[config.mk]
export PLATFORM = sky130hd
export DESIGN_NAME = load_store_unit_flat
export DESIGN_NICKNAME = d
export VERILOG_FILES = /design/src/rtl/load_store_unit_if.sv /design/src/rtl/load_store_unit.sv /design/src/flat_wrapper.sv
export SDC_FILE = /design/constraint.sdc
export NUM_CORES = 1
export LEC_CHECK = 0
export ABC_CLOCK_PERIOD_IN_PS = 2200
export CAP_MARGIN = 20
export CORE_MARGIN = 3
export CORE_UTILIZATION = 39
export DETAILED_ROUTE_END_ITERATION = 10
export GPL_TIMING_DRIVEN = 1
export PLACE_DENSITY = 0.8
export RECOVER_POWER = 50
export SETUP_SLACK_MARGIN = 0.02
export SLEW_MARGIN = 20
export SYNTH_ARGS = -nofsm -noshare
export SYNTH_HDL_FRONTEND = slang
export SYNTH_SLANG_ARGS = --single-unit
[constraint.sdc]
create_clock -name clk -period 2.2 [get_ports clk]
set_input_delay 0.33 -clock clk [delete_from_list [all_inputs] [get_ports clk]]
set_output_delay 0.33 -clock clk [all_outputs]
set_load 0.02 [all_outputs]
[src/rtl/load_store_unit_if.sv]
// Request, response and data-memory signals of the load/store unit.
// The slave modport is the unit itself. The master modport is the execute stage plus the memory.
// Carries no clock or reset; those stay plain ports on the unit.
interface load_store_unit_if #(
  parameter int DM_ADDRESS = 9,
  parameter int DATA_W     = 32
);
  logic                  req_valid;
  logic                  req_ready;
  logic                  req_write;
  logic [2:0]            req_funct3;
  logic [31:0]           req_addr;
  logic [DATA_W-1:0]     req_wdata;
  logic                  resp_valid;
  logic [DATA_W-1:0]     resp_rdata;
  logic                  resp_err;
  logic                  mem_en;
  logic                  mem_we;
  logic [DM_ADDRESS-3:0] mem_addr;
  logic [3:0]            mem_be;
  logic [DATA_W-1:0]     mem_wdata;
  logic [DATA_W-1:0]     mem_rdata;

  modport slave (
    input  req_valid, req_write, req_funct3, req_addr, req_wdata, mem_rdata,
    output req_ready, resp_valid, resp_rdata, resp_err,
           mem_en, mem_we, mem_addr, mem_be, mem_wdata
  );

  modport master (
    output req_valid, req_write, req_funct3, req_addr, req_wdata, mem_rdata,
    input  req_ready, resp_valid, resp_rdata, resp_err,
           mem_en, mem_we, mem_addr, mem_be, mem_wdata
  );
endinterface

[src/rtl/load_store_unit.sv]
// Load/store unit: converts RISC-V width and offset into word beats, with byte enables and lane-rotated data.
// Latency: a memory beat at C+1 and the response at C+2; a split access adds one beat; an illegal request responds at C+1.
// Backpressure: req_ready is low while busy; responses cannot be stalled. The LSU_MISALIGNED_EN macro enables splitting of word-straddling accesses.
module load_store_unit #(
  parameter int DM_ADDRESS = 9,
  parameter int DATA_W     = 32
) (
  input logic               clk,
  input logic               reset,
  load_store_unit_if.slave  bus
);
  localparam int WI = DM_ADDRESS - 2;

  localparam logic [1:0] S_IDLE  = 2'd0;
  localparam logic [1:0] S_BEAT0 = 2'd1;
  localparam logic [1:0] S_BEAT1 = 2'd2;
  localparam logic [1:0] S_RESP  = 2'd3;

  logic [1:0]        state_q, state_d;
  logic              ready_q, ready_d;
  logic              resp_valid_q, resp_valid_d;
  logic              resp_err_q, resp_err_d;
  logic [DATA_W-1:0] resp_rdata_q, resp_rdata_d;
  logic              mem_en_q, mem_en_d;
  logic              mem_we_q, mem_we_d;
  logic [WI-1:0]     mem_addr_q, mem_addr_d;
  logic [3:0]        mem_be_q, mem_be_d;
  logic [DATA_W-1:0] mem_wdata_q, mem_wdata_d;
  logic              write_q, write_d;
  logic [2:0]        funct3_q, funct3_d;
  logic [1:0]        off_q, off_d;
`ifdef LSU_MISALIGNED_EN
  logic [3:0]        be_hi_q, be_hi_d;
  logic [DATA_W-1:0] d0_q, d0_d;
`endif

  logic [7:0]          size_mask;
  logic [7:0]          lane_mask;
  logic                req_bad;
  logic [2*DATA_W-1:0] wd_dbl;
  logic [5:0]          rot_base;
  logic [DATA_W-1:0]   wd_rot;
  logic                unused_addr_hi;

  assign unused_addr_hi = ^bus.req_addr[31:DM_ADDRESS];

  // Picks the lane of the shifted beat pair at the request offset, then sign- or zero-extends it to the access width.
  function automatic logic [DATA_W-1:0] load_extend(input logic [2*DATA_W-1:0] pair,
                                                    input logic [1:0] off,
                                                    input logic [2:0] f3);
    logic [DATA_W-1:0] w;
    logic [DATA_W-1:0] r;
    w = pair[{1'b0, off, 3'b000} +: DATA_W];
    case (f3[1:0])
      2'b00:   r = f3[2] ? {{(DATA_W-8){1'b0}}, w[7:0]}   : {{(DATA_W-8){w[7]}}, w[7:0]};
      2'b01:   r = f3[2] ? {{(DATA_W-16){1'b0}}, w[15:0]} : {{(DATA_W-16){w[15]}}, w[15:0]};
      default: r = w;
    endcase
    return r;
  endfunction

  // Decodes the incoming request: byte-lane mask, legality check, and rotated store data.
  always_comb begin
    case (bus.req_funct3[1:0])
      2'b01:   size_mask = 8'h03;
      2'b10:   size_mask = 8'h0F;
      default: size_mask = 8'h01;
    endcase
    lane_mask = size_mask << bus.req_addr[1:0];
    req_bad   = (bus.req_funct3 == 3'b011) || (bus.req_funct3[2:1] == 2'b11) ||
                (bus.req_write && bus.req_funct3[2]);
`ifndef LSU_MISALIGNED_EN
    // Without splitting, a word-straddling access cannot be served.
    req_bad   = req_bad || (lane_mask[7:4] != 4'd0);
`endif
    wd_dbl    = {bus.req_wdata, bus.req_wdata};
    rot_base  = 6'(DATA_W) - {1'b0, bus.req_addr[1:0], 3'b000};
    wd_rot    = wd_dbl[rot_base +: DATA_W];
  end

  // FSM next state. Memory outputs are registered, so each beat is set up one cycle ahead.
  always_comb begin
    state_d      = state_q;
    ready_d      = 1'b0;
    resp_valid_d = 1'b0;
    resp_err_d   = resp_err_q;
    resp_rdata_d = resp_rdata_q;
    mem_en_d     = 1'b0;
    mem_we_d     = 1'b0;
    mem_be_d     = 4'd0;
    mem_addr_d   = mem_addr_q;
    mem_wdata_d  = mem_wdata_q;
    write_d      = write_q;
    funct3_d     = funct3_q;
    off_d        = off_q;
`ifdef LSU_MISALIGNED_EN
    be_hi_d      = be_hi_q;
    d0_d         = d0_q;
`endif
    case (state_q)
      S_IDLE: begin
        ready_d = 1'b1;
        if (bus.req_valid && ready_q) begin
          ready_d  = 1'b0;
          write_d  = bus.req_write;
          funct3_d = bus.req_funct3;
          off_d    = bus.req_addr[1:0];
          if (req_bad) begin
            state_d      = S_RESP;
            resp_valid_d = 1'b1;
            resp_err_d   = 1'b1;
            resp_rdata_d = '0;
          end else begin
            state_d     = S_BEAT0;
            mem_en_d    = 1'b1;
            mem_we_d    = bus.req_write;
            mem_addr_d  = bus.req_addr[DM_ADDRESS-1:2];
            mem_be_d    = lane_mask[3:0];
            mem_wdata_d = wd_rot;
`ifdef LSU_MISALIGNED_EN
            be_hi_d     = lane_mask[7:4];
`endif
          end
        end
      end
      S_BEAT0: begin
        state_d      = S_RESP;
        resp_valid_d = 1'b1;
        resp_err_d   = 1'b0;
        resp_rdata_d = write_q ? '0 : load_extend({{DATA_W{1'b0}}, bus.mem_rdata}, off_q, funct3_q);
`ifdef LSU_MISALIGNED_EN
        // A straddling access first keeps the low word, then issues the next word.
        if (be_hi_q != 4'd0) begin
          state_d      = S_BEAT1;
          resp_valid_d = 1'b0;
          resp_err_d   = resp_err_q;
          resp_rdata_d = resp_rdata_q;
          d0_d         = bus.mem_rdata;
          mem_en_d     = 1'b1;
          mem_we_d     = write_q;
          mem_addr_d   = mem_addr_q + WI'(1);
          mem_be_d     = be_hi_q;
        end
`endif
      end
`ifdef LSU_MISALIGNED_EN
      S_BEAT1: begin
        state_d      = S_RESP;
        resp_valid_d = 1'b1;
        resp_err_d   = 1'b0;
        resp_rdata_d = write_q ? '0 : load_extend({bus.mem_rdata, d0_q}, off_q, funct3_q);
      end
`endif
      S_RESP: begin
        state_d = S_IDLE;
        ready_d = 1'b1;
      end
      default: state_d = S_IDLE;
    endcase
  end

  // State and output registers. Reset clears all state and aborts any transaction in flight.
  always_ff @(posedge clk) begin
    if (reset) begin
      state_q      <= S_IDLE;
      ready_q      <= 1'b0;
      resp_valid_q <= 1'b0;
      resp_err_q   <= 1'b0;
      resp_rdata_q <= '0;
      mem_en_q     <= 1'b0;
      mem_we_q     <= 1'b0;
      mem_addr_q   <= '0;
      mem_be_q     <= 4'd0;
      mem_wdata_q  <= '0;
      write_q      <= 1'b0;
      funct3_q     <= 3'd0;
      off_q        <= 2'd0;
`ifdef LSU_MISALIGNED_EN
      be_hi_q      <= 4'd0;
      d0_q         <= '0;
`endif
    end else begin
      state_q      <= state_d;
      ready_q      <= ready_d;
      resp_valid_q <= resp_valid_d;
      resp_err_q   <= resp_err_d;
      resp_rdata_q <= resp_rdata_d;
      mem_en_q     <= mem_en_d;
      mem_we_q     <= mem_we_d;
      mem_addr_q   <= mem_addr_d;
      mem_be_q     <= mem_be_d;
      mem_wdata_q  <= mem_wdata_d;
      write_q      <= write_d;
      funct3_q     <= funct3_d;
      off_q        <= off_d;
`ifdef LSU_MISALIGNED_EN
      be_hi_q      <= be_hi_d;
      d0_q         <= d0_d;
`endif
    end
  end

  assign bus.req_ready  = ready_q;
  assign bus.resp_valid = resp_valid_q;
  assign bus.resp_err   = resp_err_q;
  assign bus.resp_rdata = resp_rdata_q;
  assign bus.mem_en     = mem_en_q;
  assign bus.mem_we     = mem_we_q;
  assign bus.mem_addr   = mem_addr_q;
  assign bus.mem_be     = mem_be_q;
  assign bus.mem_wdata  = mem_wdata_q;
endmodule
[src/flat_wrapper.sv]
// flat-port wrapper written by rule: the top's interface ports become plain ports
module load_store_unit_flat 
#(
  parameter int DM_ADDRESS = 9,
  parameter int DATA_W     = 32
)
  (clk, reset, bus_req_valid, bus_req_write, bus_req_funct3, bus_req_addr, bus_req_wdata, bus_mem_rdata, bus_req_ready, bus_resp_valid, bus_resp_rdata, bus_resp_err, bus_mem_en, bus_mem_we, bus_mem_addr, bus_mem_be, bus_mem_wdata);
  load_store_unit_if #(.DM_ADDRESS(DM_ADDRESS), .DATA_W(DATA_W)) bus_i ();
  input logic clk;
  input logic reset;
  input wire logic [$bits(bus_i.req_valid)-1:0] bus_req_valid;
  input wire logic [$bits(bus_i.req_write)-1:0] bus_req_write;
  input wire logic [$bits(bus_i.req_funct3)-1:0] bus_req_funct3;
  input wire logic [$bits(bus_i.req_addr)-1:0] bus_req_addr;
  input wire logic [$bits(bus_i.req_wdata)-1:0] bus_req_wdata;
  input wire logic [$bits(bus_i.mem_rdata)-1:0] bus_mem_rdata;
  output wire logic [$bits(bus_i.req_ready)-1:0] bus_req_ready;
  output wire logic [$bits(bus_i.resp_valid)-1:0] bus_resp_valid;
  output wire logic [$bits(bus_i.resp_rdata)-1:0] bus_resp_rdata;
  output wire logic [$bits(bus_i.resp_err)-1:0] bus_resp_err;
  output wire logic [$bits(bus_i.mem_en)-1:0] bus_mem_en;
  output wire logic [$bits(bus_i.mem_we)-1:0] bus_mem_we;
  output wire logic [$bits(bus_i.mem_addr)-1:0] bus_mem_addr;
  output wire logic [$bits(bus_i.mem_be)-1:0] bus_mem_be;
  output wire logic [$bits(bus_i.mem_wdata)-1:0] bus_mem_wdata;
  assign bus_i.req_valid = bus_req_valid;
  assign bus_i.req_write = bus_req_write;
  assign bus_i.req_funct3 = bus_req_funct3;
  assign bus_i.req_addr = bus_req_addr;
  assign bus_i.req_wdata = bus_req_wdata;
  assign bus_i.mem_rdata = bus_mem_rdata;
  assign bus_req_ready = bus_i.req_ready;
  assign bus_resp_valid = bus_i.resp_valid;
  assign bus_resp_rdata = bus_i.resp_rdata;
  assign bus_resp_err = bus_i.resp_err;
  assign bus_mem_en = bus_i.mem_en;
  assign bus_mem_we = bus_i.mem_we;
  assign bus_mem_addr = bus_i.mem_addr;
  assign bus_mem_be = bus_i.mem_be;
  assign bus_mem_wdata = bus_i.mem_wdata;
  load_store_unit #(.DM_ADDRESS(DM_ADDRESS), .DATA_W(DATA_W)) u_core (.clk(clk), .reset(reset), .bus(bus_i));
endmodule
==> results.py, run 1 <==
metrics = {
    "power_and_ir_drop": {
        "cellPowerDensity_nw_per_um2": 774,
        "fin_total_pwr_mw": 5.28,
        "vdd_drop_max_mv": 0.410,
        "p_leak_nw": 2.74,
    },
    "logic_synthesis": {
        "synth_top_area_share_pct": 39.3,
        "synth_area_leaders": "dfxtp_1 39%, mux2i_1 8.3%, o2bb2ai_1 6.3%",
        "syn_inst": 512,
        "synth_seq_cells": 88,
        "ys_seq_area_share_pct": 39.3,
        "synth_fp_nets": 622,
        "synth-main-ff-cell": "dfxtp_1",
        "syn-cell-area_sq_um": 4480,
        "yosysTopAreaCell": "dfxtp_1",
        "synth_edf_count": 0,
        "yosysUniqueCellTypes": 38,
        "synth_area_per_cell_sq_um": 8.75,
        "yosys_warnings": 0,
        "synthArstFlopShare_pct": 0,
    },
    "hold_path": {
        "holdCritPathClass": "in -> reg",
        "hold_depth": 2,
    },
    "die": {
        "coreArea_sq_um": 11000,
        "initial_utilization_pct": 40.6,
        "die_w_microns": 113,
        "rows": 38,
        "io_pins": 183,
        "die_area_sq_um": 12800,
        "die_y_microns": 113,
    },
    "critical_path": {
        "endpoint": "u_core.bus.resp_rdata[19]$_SDFFE_PP0P_",
        "r2r-start": "u_core.off_q[0]$_SDFFE_PP0P_",
        "r2r_end": "u_core.bus.resp_rdata[19]$_SDFFE_PP0P_",
        "ff2ff_setup_slack_ns": 0.20,
        "cp.arrival_ns": 2.36,
        "startpoint_type": "input port",
        "critPathLaunch": "bus_req_funct3[0]",
        "worstSetupPathType": "in -> reg",
        "cp.required_ns": 2.46,
        "ff2ff_path_depth": 7,
        "crit_fanout": 32,
        "endpoint_kind": "register",
    },
    "drt": {
        "ant_nets": 0,
        "drc": 0,
        "vias": 4553,
        "viasPerCell": 5.55,
        "drt-initial-drc-count": 274,
        "dr.pass1.iters": 7,
        "drt_wl_total_microns": 13800,
        "post_drt_wl_per_cell_microns": 16.8,
    },
    "sta": {
        "rsz0062_at_grt": "yes",
        "finClkSkew_ns": 0.00478,
        "fmax_mhz": 476,
        "setup_viol": 0,
        "finalCriticalPeriod_ns": 2.10,
        "drv_slew": 0,
        "finalCritPeriodShare_pct": 95.6,
        "hold_viol": 0,
        "tightest_slew_ns": 0.754,
        "maxSlewHeadroom_pct": 49.4,
    },
    "global_route": {
        "grt_pass1_vias": 4428,
        "overflow": 0,
        "grt_pass1_wl_microns": 21800,
        "grt_use_total_pct": 20.8,
        "grt_max_degree": 46,
        "antenna_found_initial": 0,
    },
    "final_layout": {
        "mostFrequentLayoutCells": "88 x dfxtp_1, 80 x clkdlybuf4s50_1, 77 x dlygate4sd3_1",
        "diodes": 0,
        "syn_to_final_growth_pct": 52.2,
        "nets": 786,
        "final_area_sq_um": 6820,
        "nFillCells": 936,
        "drive_above_1_share_pct": 14.8,
        "final_common_cell": "dfxtp_1",
    },
    "clock_tree": {
        "clockBufferDepth": 2,
        "clkLatencyLatePin_ns": 0.33,
        "cts.htree.levels": 3,
        "cts-root-buf": "clkbuf_16",
        "clk_pin_slew_ns": 0.07,
        "tritoncts": "built",
        "cts_buffers": 9,
        "cts_hold_buf": 0,
        "clock_sinks": 88,
    },
    "status": {
        "status": "complete, no violations",
    },
    "place": {
        "io_buffers": 159,
        "placed_area_sq_um": 6370,
        "hpwl_microns": 10100,
        "globalplace.congestion": 0.890,
    },
    "flow_run": {
        "drv_cap": 0,
    },
}
[state kept, by name (all words and copies together) (netlist names)]
| register | flops |
|---|---|
| u_core.bus.mem_addr | 7 |
| u_core.bus.mem_be | 4 |
| u_core.bus.mem_en | 1 |
| u_core.bus.mem_wdata | 32 |
| u_core.bus.mem_we | 1 |
| u_core.bus.req_ready | 1 |
| u_core.bus.resp_err | 1 |
| u_core.bus.resp_rdata | 32 |
| u_core.bus.resp_valid | 1 |
| u_core.funct3_q | 3 |
| u_core.off_q | 2 |
| u_core.state_q | 2 |
| u_core.write_q | 1 |
[worst max-delay path, cell delays in order]
cell and delay [ns]:
clkdlybuf4s50_1 0.50, inv_1 0.07, ha_1 0.29, nand2b_1 0.17
a31o_4 0.29, a21oi_2 0.16, o211ai_1 0.13, clkbuf_16 0.24
o2bb2ai_1 0.17
[synth_stat cells (4+ instances only)]
master     number
mux2_2         10
clkbuf_1       21
nor2b_1         6
ha_1            7
o211ai_1        4
nand2_1        68
o22ai_1        16
a21oi_2        10
mux4_2          9
mux2i_1        37
nor3_1         18
a21oi_1        55
o21ai_0         7
o2bb2ai_1      32
buf_2          17
a22oi_1         7
inv_1           9
dfxtp_1        88
nand2b_1        9
buf_1           4
nand3_1         8
nor2_1         45
[through the flow]
step                std cells  setup slack (ns)  hold slack (ns)  TNS, ns  utilization [%]
CTS                       817            0.0409            0.335        0             60.8
floorplan                 512            0.0856            0.426        0                -
detailed placement        801            -0.341            0.445   -18.30             57.8
global placement          801            -0.305            0.441   -13.55             57.8
finish                    821            0.0975            0.355        0             61.8
global route              821           -0.0160            0.374  -0.0160             61.8
[layout make-up]
cell class	instances	area [sq um]	share of cell area [%]
Timing Repair Buffer	197	1970	28.9
Sequential cell	88	1760	25.8
Clock inverter	6	91.3	1.34
Tap cell	140	175	2.57
Multi-Input combinational cell	369	2540	37.2
Clock buffer	10	239	3.50
Inverter	11	41.3	0.605
[repair_timing]
action                                  CTS  global route
cloned                                    0             1
pin swaps                                 0             0
endpoints found under the setup margin    1            42
buffers inserted                          0             3
resized for setup                         1            11
[per-layer routing]
layer	up-vias	wire, microns	global-route usage (%)
met2	222	6570	35.5
met1	2151	5750	25.6
li1	2161	-	-
met3	19	1220	5.29
met5	-	0	0
met4	0	259	7.05
[worst min-delay path by stage]
stage / slack (ns) / to / startpoint
after CTS: 0.33 / u_core.funct3_q[0]$_SDFFE_PP0P_ / reset
after detailed placement: 0.44 / u_core.bus.mem_wdata[12]$_SDFFE_PP0P_ / u_core.bus.mem_wdata[12]$_SDFFE_PP0P_
final: 0.36 / u_core.bus.mem_be[0]$_SDFF_PP0_ / bus_req_addr[0]
after global placement: 0.44 / u_core.bus.mem_wdata[14]$_SDFFE_PP0P_ / u_core.bus.mem_wdata[14]$_SDFFE_PP0P_
after floorplan: 0.43 / u_core.bus.resp_valid$_SDFF_PP0_ / u_core.state_q[1]$_SDFFE_PP0N_
after global routing: 0.37 / u_core.bus.mem_be[0]$_SDFF_PP0_ / bus_req_addr[0]
[where the power goes]
| part | switching (mW) | total (mW) | internal [mW] |
|---|---|---|---|
| sequential | 0.109 | 1.87 | 1.76 |
| combinational | 0.933 | 1.74 | 0.810 |
| clock | 0.640 | 1.67 | 1.03 |
[cells by family (layout without fill, tap and decap cells)]
kind of cell | count (synthesis) | count (layout) | synth area share, %
AOI/OAI and AO/OA | 141 | 141 | 21.2
buffers and inverters | 55 | 224 | 5.42
and+or+nand+nor | 162 | 162 | 15.9
adders and majority gates | 7 | 7 | 1.95
muxes | 59 | 59 | 16.3
DFF | 88 | 88 | 39.3
(Power assumes the default switching activity.)
==> run 2: changes to the inputs <==
Settings changed: CORE_UTILIZATION 39 to 52, DONT_BUFFER_PORTS set to 1, PLACE_DENSITY 0.8 to 0.73.
==> results.py, run 2 (synthesized netlist as in run 1, its figures left out) <==
metrics = {
    "sta": {
        "finClkSkew_ns": 0.0175,
        "fin_ws_ns": 0.203,
        "fin_hold_ws_ns": 0.0435,
        "setup_viol": 0,
        "maxSlewHeadroom_pct": 41.5,
        "tightest_slew_ns": 0.871,
        "rsz0062_at_grt": "no",
        "final.setup.tns_ns": 0,
        "hold_viol": 0,
        "fmax_mhz": 501,
        "drv_slew": 0,
        "finalCritPeriodShare_pct": 90.8,
        "finalCriticalPeriod_ns": 2.00,
    },
    "global_route": {
        "grt_pass1_wl_microns": 18600,
        "antenna_found_initial": 0,
        "overflow": 0,
        "grt_use_total_pct": 23.5,
        "grt_pass1_vias": 3689,
        "grt_max_degree": 58,
    },
    "drt": {
        "dr.pass1.iters": 7,
        "post_drt_wl_per_cell_microns": 18.9,
        "drt-initial-drc-count": 147,
        "viasPerCell": 6.12,
        "vias": 3729,
        "drt_wl_total_microns": 11500,
        "drc": 0,
        "ant_nets": 0,
    },
    "critical_path": {
        "cp.required_ns": 2.44,
        "endpoint_kind": "register",
        "crit_top_cell": "buf_12",
        "ff2ff_path_depth": 7,
        "cp_num_buf_inv": 2,
        "critPathLaunch": "u_core.off_q[0]$_SDFFE_PP0P_",
        "worstSetupPathType": "reg -> reg",
        "critPathTopFamily": "multiplexers",
        "cp_slowest_cell": "dfxtp_1",
        "crit_fanout": 13,
        "worstPathCellList": "mux2_4 -> mux4_2 -> nor3b_4 -> buf_12 -> buf_12 -> a21oi_2 -> o2bb2ai_1",
        "startpoint_type": "register",
        "r2r-start": "u_core.off_q[0]$_SDFFE_PP0P_",
        "ff2ff_setup_slack_ns": 0.20,
        "critPathMaxStageDelay_ns": 0.47,
        "r2r_end": "u_core.bus.resp_rdata[19]$_SDFFE_PP0P_",
        "cp.arrival_ns": 2.24,
    },
    "clock_tree": {
        "clockBufferDepth": 2,
        "cts.htree.levels": 3,
        "clock_sinks": 88,
        "clkLatencyLatePin_ns": 0.36,
        "tritoncts": "built",
        "cts_hold_buf": 0,
        "post_cts_resized": 0,
        "cts-root-buf": "clkbuf_8",
        "post_cts_buffers": 0,
        "cts_buffers": 9,
        "clk_pin_slew_ns": 0.09,
    },
    "power_and_ir_drop": {
        "p_leak_nw": 1.72,
        "vdd_drop_max_mv": 0.359,
        "cellPowerDensity_nw_per_um2": 888,
    },
    "die": {
        "die_area_sq_um": 9770,
        "coreArea_sq_um": 8300,
        "initial_utilization_pct": 54.0,
        "io_pins": 183,
        "die_y_microns": 98.8,
        "die_w_microns": 98.8,
        "rows": 33,
    },
    "final_layout": {
        "drive_above_1_share_pct": 14.5,
        "diodes": 0,
        "final_common_cell": "dfxtp_1",
        "syn_to_final_growth_pct": 8.18,
        "fin_util_pct": 58.4,
        "nFillCells": 764,
        "nets": 609,
        "mostFrequentLayoutCells": "88 x dfxtp_1, 68 x nand2_1, 55 x a21oi_1",
    },
    "hold_path": {
        "hp-start": "bus_req_addr[1]",
        "holdPathEnd": "u_core.bus.mem_be[0]$_SDFF_PP0_",
        "holdCritPathClass": "in -> reg",
        "hold_depth": 1,
    },
    "place": {
        "globalplace.congestion": 0.826,
        "io_buffers": 0,
        "dpl_worst_slack_ns": 0.144,
        "hpwl_microns": 8430,
    },
    "flow_run": {
        "drv_cap": 0,
    },
    "status": {
        "status": "complete, no violations",
    },
}
==> run 2: worst max path at each step <==
stage / end / slack, ns / depth (start not counted)
finish: u_core.bus.resp_rdata[19]$_SDFFE_PP0P_ / 0.20 / 7
global route: u_core.bus.mem_wdata[14]$_SDFFE_PP0P_ / 0.1 / 8
CTS: u_core.bus.resp_rdata[24]$_SDFFE_PP0P_ / 0.11 / 6
detailed placement: u_core.bus.resp_rdata[24]$_SDFFE_PP0P_ / 0.14 / 6
global placement: u_core.bus.resp_rdata[23]$_SDFFE_PP0P_ / 0.27 / 6
floorplan: u_core.bus.mem_wdata[22]$_SDFFE_PP0P_ / 0.09 / 10
==> run 2: layout make-up <==
| cell class | count | area (sq um) | share of cell area [%] |
|---|---|---|---|
| timing repair buffer | 20 | 209 | 4.31 |
| multi-input combinational | 369 | 2490 | 51.4 |
| sequential | 88 | 1760 | 36.3 |
| clock buffer | 11 | 151 | 3.12 |
| clock inverter | 5 | 63.8 | 1.32 |
| inverter | 11 | 41.3 | 0.852 |
| tap | 105 | 131 | 2.71 |
==> run 2: per-layer routing <==
layer	global-route usage (%)	vias to the layer above	routed length [microns]
met3	9.62	7	1100
met4	6.62	0	79
met1	27.0	1780	4490
li1	-	1819	-
met5	0	-	0
met2	40.3	123	5850
==> run 2: metrics by stage <==
step                      power [mW]  instances  area, sq um
after floorplan                 2.88        512         4490
after global placement          3.05        589         4580
after detailed placement        3.09        589         4580
after CTS                       4.28        605         4800
after global routing            4.55        609         4850
final                           4.31        609         4850
==> run 2: report_power, final <==
group,switching [mW],internal [mW]
Sequential,0.295,1.76
Combinational,0.581,0.483
Clock,0.593,0.595
Total,1.47,2.84
==> run 3: changes to the inputs <==
Settings changed: SLEW_MARGIN 20 to unset.
==> results of run 3 <==
No change in the layout: final DEF, timing and power equal those of run 2.
